===== src/rtl/cpu_pkg.sv =====
// Shared CPU definitions: prefetch FSM states and memory read/write encodings.
package cpu_pkg;

    typedef enum logic [1:0] {
        IDLE,
        REQ,
        WAIT,
        DRAIN
    } prefetch_state_t;

    localparam logic MEM_READ  = 1'b1;
    localparam logic MEM_WRITE = 1'b0;

endpackage


===== src/rtl/instr_prefetch_if.sv =====
// Prefetch bus: MemControl read handshake plus the CPU-facing IR queue head.
// The master modport is the prefetch unit's view.
interface instr_prefetch_if #(
    parameter int IWIDTH = 32,
    parameter int AWIDTH = 8
) ();

    logic [AWIDTH-1:0] mem_addr;
    logic              mem_rw;
    logic              mem_valid;
    logic              mem_ready;
    logic [IWIDTH-1:0] mem_data;

    logic              ir_pop;
    logic              ir_valid;
    logic [IWIDTH-1:0] ir_out;
    logic [AWIDTH-1:0] ir_pc;

    modport master (
        output mem_addr, mem_rw, mem_valid, ir_valid, ir_out, ir_pc,
        input  mem_ready, mem_data, ir_pop
    );

    modport slave (
        input  mem_addr, mem_rw, mem_valid, ir_valid, ir_out, ir_pc,
        output mem_ready, mem_data, ir_pop
    );

endinterface


===== src/rtl/prefetch_fifo.sv =====
// Small circular FIFO holding {pc, instr} entries for the prefetch unit.
// clear empties the queue and takes priority over push and pop.
module prefetch_fifo #(
    parameter int DEPTH = 4,
    parameter int WIDTH = 40
) (
    input  logic                     clk,
    input  logic                     reset,
    input  logic                     push,
    input  logic                     pop,
    input  logic                     clear,
    input  logic [WIDTH-1:0]         wdata,
    output logic [WIDTH-1:0]         rdata,
    output logic                     full,
    output logic                     empty,
    output logic [$clog2(DEPTH):0]   count
);

    localparam int PW = $clog2(DEPTH);
    localparam int CW = PW + 1;

    logic [WIDTH-1:0] mem [DEPTH];
    logic [PW-1:0]    wrPtr;
    logic [PW-1:0]    rdPtr;
    logic             popEn;

    assign popEn = pop && !empty;
    assign full  = (count == CW'(DEPTH));
    assign empty = (count == '0);
    assign rdata = mem[rdPtr];

    // Pointer and occupancy bookkeeping.
    always_ff @(posedge clk or negedge reset) begin
        // NOTE: state registers use non-blocking assignments so every flop samples pre-edge values.
        if (!reset) begin
            wrPtr <= '0;
            rdPtr <= '0;
            count <= '0;
        end else if (clear) begin
            wrPtr <= '0;
            rdPtr <= '0;
            count <= '0;
        end else begin
            if (push) wrPtr <= wrPtr + 1'b1;
            if (popEn) rdPtr <= rdPtr + 1'b1;
            count <= count + CW'(push) - CW'(popEn);
        end
    end

    // Entry storage write port.
    always_ff @(posedge clk) begin
        // NOTE: storage is not reset; empty gates every read of it, so stale words are never visible.
        if (push && !clear) mem[wrPtr] <= wdata;
    end

endmodule


===== src/rtl/instr_prefetch.sv =====
// Instruction prefetch unit: issues one read at a time to MemControl from
// successive addresses and queues {pc, instr} for the CPU. flush discards the
// queue and redirects fetching; a response still in flight is drained.
// Optional feature macro: PREFETCH_STATS_EN adds fetch_cnt / discard_cnt.
module instr_prefetch
    import cpu_pkg::*;
#(
    parameter int IWIDTH = 32,
    parameter int AWIDTH = 8,
    parameter int DEPTH  = 4
) (
    input  logic              clk,
    input  logic              reset,
    input  logic              run,
    input  logic              flush,
    input  logic [AWIDTH-1:0] flush_pc,
    instr_prefetch_if.master  bus
`ifdef PREFETCH_STATS_EN
    ,
    output logic [15:0]       fetch_cnt,
    output logic [15:0]       discard_cnt
`endif
);

    localparam int CW = $clog2(DEPTH) + 1;

    prefetch_state_t          state;
    prefetch_state_t          nextState;
    logic [AWIDTH-1:0]        fetchPc;
    logic                     doPush;
    logic                     doPop;
    logic                     canReq;
    logic                     fifoFull;
    logic                     fifoEmpty;
    logic [CW-1:0]            fifoCount;
    logic [AWIDTH+IWIDTH-1:0] headEntry;

    // Flush wins over pop and push; a response arriving with a flush is dropped.
    assign doPop  = bus.ir_pop && !fifoEmpty && !flush;
    // Requests are only issued with room, so the full guard never drops a real response.
    assign doPush = (state == WAIT) && bus.mem_ready && !flush && (!fifoFull || doPop);
    // Room is judged after any pop happening this same cycle.
    assign canReq = (fifoCount < CW'(DEPTH)) || doPop;

    assign bus.mem_addr = fetchPc;
    assign bus.mem_rw   = MEM_READ;
    assign bus.ir_valid = !fifoEmpty;
    assign bus.ir_out   = fifoEmpty ? '0 : headEntry[IWIDTH-1:0];
    assign bus.ir_pc    = fifoEmpty ? '0 : headEntry[IWIDTH +: AWIDTH];

    prefetch_fifo #(
        .DEPTH (DEPTH),
        .WIDTH (AWIDTH + IWIDTH)
    ) prefetchFifo (
        .clk   (clk),
        .reset (reset),
        .push  (doPush),
        .pop   (doPop),
        .clear (flush),
        .wdata ({fetchPc, bus.mem_data}),
        .rdata (headEntry),
        .full  (fifoFull),
        .empty (fifoEmpty),
        .count (fifoCount)
    );

    // FSM state register.
    always_ff @(posedge clk or negedge reset) begin
        if (!reset) state <= IDLE;
        else        state <= nextState;
    end

    // Next-state and request strobe.
    always_comb begin
        // NOTE: defaults first so every path assigns every output and no latch is inferred.
        nextState     = state;
        bus.mem_valid = 1'b0;
        case (state)
            IDLE:  if (!flush && run && canReq) nextState = REQ;
            REQ: begin
                bus.mem_valid = 1'b1;
                nextState     = flush ? DRAIN : WAIT;
            end
            WAIT: begin
                if (bus.mem_ready)  nextState = IDLE;
                else if (flush)     nextState = DRAIN;
            end
            DRAIN: if (bus.mem_ready) nextState = IDLE;
            default: nextState = IDLE;
        endcase
    end

    // Fetch address: redirected by flush, advanced by each queued response.
    always_ff @(posedge clk or negedge reset) begin
        if (!reset)      fetchPc <= '0;
        else if (flush)  fetchPc <= flush_pc;
        else if (doPush) fetchPc <= fetchPc + 1'b1;
    end

`ifdef PREFETCH_STATS_EN
    logic respDiscard;

    // A response is discarded while draining, or when it meets a flush in WAIT.
    assign respDiscard = bus.mem_ready && ((state == DRAIN) || ((state == WAIT) && flush));

    // Saturating statistics counters.
    always_ff @(posedge clk or negedge reset) begin
        if (!reset) begin
            fetch_cnt   <= '0;
            discard_cnt <= '0;
        end else begin
            if (doPush && (fetch_cnt != 16'hFFFF))        fetch_cnt   <= fetch_cnt + 16'd1;
            if (respDiscard && (discard_cnt != 16'hFFFF)) discard_cnt <= discard_cnt + 16'd1;
        end
    end
`endif

endmodule


===== src/flat_wrapper.sv =====
// flat-port wrapper written by rule: the top's interface ports become plain ports
module instr_prefetch_flat import cpu_pkg::*;
#(
    parameter int IWIDTH = 32,
    parameter int AWIDTH = 8,
    parameter int DEPTH  = 4
)
  (clk, reset, run, flush, flush_pc, bus_mem_addr, bus_mem_rw, bus_mem_valid, bus_ir_valid, bus_ir_out, bus_ir_pc, bus_mem_ready, bus_mem_data, bus_ir_pop);
  instr_prefetch_if #(.IWIDTH(IWIDTH), .AWIDTH(AWIDTH)) bus_i ();
  input  logic clk;
  input  logic reset;
  input  logic run;
  input  logic flush;
  input  logic [AWIDTH-1:0] flush_pc;
  output wire logic [$bits(bus_i.mem_addr)-1:0] bus_mem_addr;
  output wire logic [$bits(bus_i.mem_rw)-1:0] bus_mem_rw;
  output wire logic [$bits(bus_i.mem_valid)-1:0] bus_mem_valid;
  output wire logic [$bits(bus_i.ir_valid)-1:0] bus_ir_valid;
  output wire logic [$bits(bus_i.ir_out)-1:0] bus_ir_out;
  output wire logic [$bits(bus_i.ir_pc)-1:0] bus_ir_pc;
  input wire logic [$bits(bus_i.mem_ready)-1:0] bus_mem_ready;
  input wire logic [$bits(bus_i.mem_data)-1:0] bus_mem_data;
  input wire logic [$bits(bus_i.ir_pop)-1:0] bus_ir_pop;
  assign bus_mem_addr = bus_i.mem_addr;
  assign bus_mem_rw = bus_i.mem_rw;
  assign bus_mem_valid = bus_i.mem_valid;
  assign bus_ir_valid = bus_i.ir_valid;
  assign bus_ir_out = bus_i.ir_out;
  assign bus_ir_pc = bus_i.ir_pc;
  assign bus_i.mem_ready = bus_mem_ready;
  assign bus_i.mem_data = bus_mem_data;
  assign bus_i.ir_pop = bus_ir_pop;
  instr_prefetch #(.IWIDTH(IWIDTH), .AWIDTH(AWIDTH), .DEPTH(DEPTH)) u_core (.clk(clk), .reset(reset), .run(run), .flush(flush), .flush_pc(flush_pc), .bus(bus_i));
endmodule

===== config.mk =====
export PLATFORM = sky130hd
export DESIGN_NAME = instr_prefetch_flat
export DESIGN_NICKNAME = d
export VERILOG_FILES = /design/src/rtl/cpu_pkg.sv /design/src/rtl/instr_prefetch_if.sv /design/src/rtl/prefetch_fifo.sv /design/src/rtl/instr_prefetch.sv /design/src/flat_wrapper.sv
export SDC_FILE = /design/constraint.sdc
export NUM_CORES = 1
export LEC_CHECK = 0
export BUFFER_PORTS_ARGS = -buffer_cell sky130_fd_sc_hd__buf_2
export CAP_MARGIN = 20
export CORE_MARGIN = 3
export CORE_UTILIZATION = 60
export CTS_BUF_LIST = sky130_fd_sc_hd__clkbuf_8
export DETAILED_ROUTE_END_ITERATION = 10
export GPL_TIMING_DRIVEN = 0
export PLACE_DENSITY = 0.83
export SETUP_SLACK_MARGIN = 0.3
export SLEW_MARGIN = 20
export SYNTH_ARGS = -nofsm -noshare
export SYNTH_HDL_FRONTEND = slang
export SYNTH_SLANG_ARGS = --single-unit

===== constraint.sdc =====
create_clock -name clk -period 4.15 [get_ports clk]
set_input_delay 0.2075 -clock clk [delete_from_list [all_inputs] [get_ports clk]]
set_output_delay 0.2075 -clock clk [all_outputs]
set_load 0.02 [all_outputs]

==> out/metrics.cfg <==
[run_status]
status=complete, no violations

[timing]
hold_viol=0
fin_setup_tns_ns=0
tightest_slew_ns=1.09
relSlewSlack_pct=27.3
fmax_mhz=373
layout_setup_ws_ns=1.47
period_needed_ns=2.68
fin_worst_skew_ns=0.00782
slew_viol_final=0
rsz0062_at_grt=false
min_period_over_period_pct=64.6
setup_viol=0

[synth]
syn_nets=410
synth_area_sq_um=7060
synth_cell_types=39
avgSynthCellArea_sq_um=19.8
synth-edff-count=160
synth_ff_type=edfxtp_1
ys_warn_count=0
synth-seq-cells=177
ys_async_sr_fraction_pct=9.60
yosysSeqAreaShare_pct=74.0
syn_inst=356

[clock_tree]
clk_latency_ns=0.45
cts-root-buf=clkbuf_8
cts_made_buffers=17
cts_tree=done
clock_path_buffers=2
cts.repair.resized=0
cts_max_level=4
clk_pin_slew_ns=0.08
cts.sinks=177

[setup_path]
reg2reg_depth=12
cp-end-kind=flop
cp-start-kind=flop
worst-setup-path-type=reg2reg
path_max_fanout=7
crit_required_ns=4.47
cp.arrival_ns=3.00

[placement]
pre_cts_slack_ns=1.49
io_buffers=95
gp_congestion=0.864
hpwl_um=7680

[power_and_ir_drop]
p_leak_nw=3.09
p_total_w=0.00461
ir_drop_uv=339
p_per_area_nw_per_um2=540

[min_path]
hold_class=in2reg
hold_depth=3

[grt]
grt.overflow.total=0
grt_max_degree=41
grt_pass1_vias=3900
grt_pass1_wl_um=19700
grtUsageTotal_pct=20.4
antenna_found_initial=1

[die]
boundaryPins=97
die_w_um=115
core_area_sq_um=11200
die_height_um=115
rows=38
fp.dieArea_sq_um=13100
start_util_pct=63.2

[run]
maxCapViolCount=0

[layout]
fin_nets=565
drive_gt1_share_pct=36.5
fillers=642
synthToLayoutAreaGrowth_pct=20.9

[route]
vias=3676
wl_per_cell_um=18.8
viasPerCell=5.53
drt-initial-drc-count=240
drt_wl_total_um=12500
ant_nets=0
first_pass_iters=4
drc_errors=0

==> registers in the layout (all words and copies together) (netlist names) <==
name                       count
u_core.prefetchFifo.rdPtr      2
u_core.state                   2
u_core.bus.mem_addr            8
u_core.prefetchFifo.wrPtr      2
u_core.prefetchFifo.count      3
u_core.prefetchFifo.mem      160
==> layout by cell type (no fill, tap or decap), types with 2 or more instances in the layout <==
| cell | count |
|---|---|
| and2_2 | 2 |
| or3_1 | 2 |
| nand3_1 | 6 |
| mux4_2 | 40 |
| dlygate4sd3_1 | 40 |
| nor2_1 | 6 |
| edfxtp_1 | 160 |
| clkinv_4 | 3 |
| nand2_1 | 10 |
| inv_1 | 8 |
| clkinv_2 | 3 |
| clkbuf_1 | 8 |
| dfrtp_1 | 17 |
| and2_1 | 40 |
| buf_2 | 100 |
| buf_4 | 5 |
| clkinvlp_4 | 3 |
| nor4_1 | 3 |
| and2_4 | 2 |
| ha_1 | 7 |
| clkbuf_8 | 17 |
| inv_6 | 4 |
| o21ai_0 | 2 |
| mux2_2 | 3 |
| bufinv_16 | 2 |
| xor2_1 | 5 |
| xnor2_1 | 4 |
| o211ai_1 | 2 |
==> kinds of logic after synthesis <==
group                    after synthesis  synth area share, %
flip-flops                           177                 74.0
AND/OR/NAND/NOR                       80                 7.16
multiplexers                          43                 13.2
buffers and inverters                 27                 1.82
AO/OA/AOI/OAI                         11                 1.06
XOR/XNOR                               9                 1.12
adder cells (fa/ha/maj)                8                 1.52
other                                  1               0.0531
==> worst max-delay path, stage by stage, from the launching register on <==
cell	delay, ns
dfrtp_1	0.46
or3_1	0.36
clkbuf_1	0.22
nand2_1	0.17
nor2_1	0.06
ha_1	0.31
inv_1	0.06
ha_1	0.13
inv_1	0.04
fa_1	0.37
xor2_1	0.18
xnor2_1	0.14
nor2_1	0.06
==> path summary, 6_finish.rpt <==
path / startpoint / end / slack [ns]
setup reg to reg: u_core.prefetchFifo.count[1] / u_core.prefetchFifo.count[2] / 1.47
hold / removal: flush_pc[1] / u_core.bus.mem_addr[1] / 0.05
hold reg to reg: u_core.bus.mem_addr[7] / u_core.prefetchFifo.mem[1][39] / 0.58
max in group asynchronous: reset / u_core.prefetchFifo.count[2] / 3.66
setup / recovery: u_core.prefetchFifo.count[1] / u_core.prefetchFifo.count[2] / 1.47
min in group asynchronous: reset / u_core.prefetchFifo.rdPtr[0] / 0.21
==> synthesized netlist by cell type (2+ instances only) <==
cell type / count / share of area [%]
edfxtp_1: 160 / 68
and2_1: 40 / 3.5
mux4_2: 40 / 13
dfrtp_1: 17 / 6.0
nand2_1: 10 / 0.53
clkbuf_1: 8 / 0.43
inv_1: 8 / 0.43
ha_1: 7 / 1.2
nand3_1: 6 / 0.43
nor2_1: 6 / 0.32
buf_2: 5 / 0.35
buf_4: 5 / 0.53
xor2_1: 5 / 0.62
and2_2: 4 / 0.43
xnor2_1: 4 / 0.50
mux2_2: 3 / 0.48
nor4_1: 3 / 0.27
o211ai_1: 2 / 0.21
o21ai_0: 2 / 0.14
or3_1: 2 / 0.18
==> through the flow <==
stage | util, % | instances | area, sq um | hold WS (ns)
2_1_floorplan | - | 356 | 7060 | -0.0881
3_3_place_gp | 69.0 | 591 | 7710 | 0.143
3_5_place_dp | 69.0 | 591 | 7710 | 0.152
4_1_cts | 76.1 | 663 | 8510 | 0.0243
5_1_grt | 76.4 | 665 | 8540 | 0.0404
6_report | 76.4 | 665 | 8540 | 0.0482
==> layout make-up <==
cell class	instances	area, sq um	area share, %
sequential	177	5230	61.2
inverter	9	36.3	0.425
clock buffer	17	234	2.74
multi-input combinational	152	1710	20.0
buffer	18	92.6	1.08
antenna	1	2.50	0.0293
timing repair buffer	136	903	10.6
tap	140	175	2.05
clock inverter	15	159	1.86
==> report_power, final <==
| group | switching, W | internal [W] | total [W] |
|---|---|---|---|
| registers | 0.0000660 | 0.00204 | 0.00210 |
| clock network | 0.000598 | 0.000540 | 0.00114 |
| logic | 0.000761 | 0.000613 | 0.00137 |
| total | 0.00143 | 0.00319 | 0.00461 |
==> routing by layer <==
metal,global-route usage [%],wire length (um)
met5,0,0
met4,7.36,148
met3,5.02,566
met1,25.1,5130
met2,35.3,6660
==> what timing repair did <==
| action | 4_1_cts | 5_1_grt |
|---|---|---|
| buffers inserted | 0 | 0 |
| hold buffers | 40 | 0 |
| endpoints found under the hold margin | 152 | 0 |
| endpoints found under the setup margin | 0 | 0 |
(Power assumes the default switching activity.)
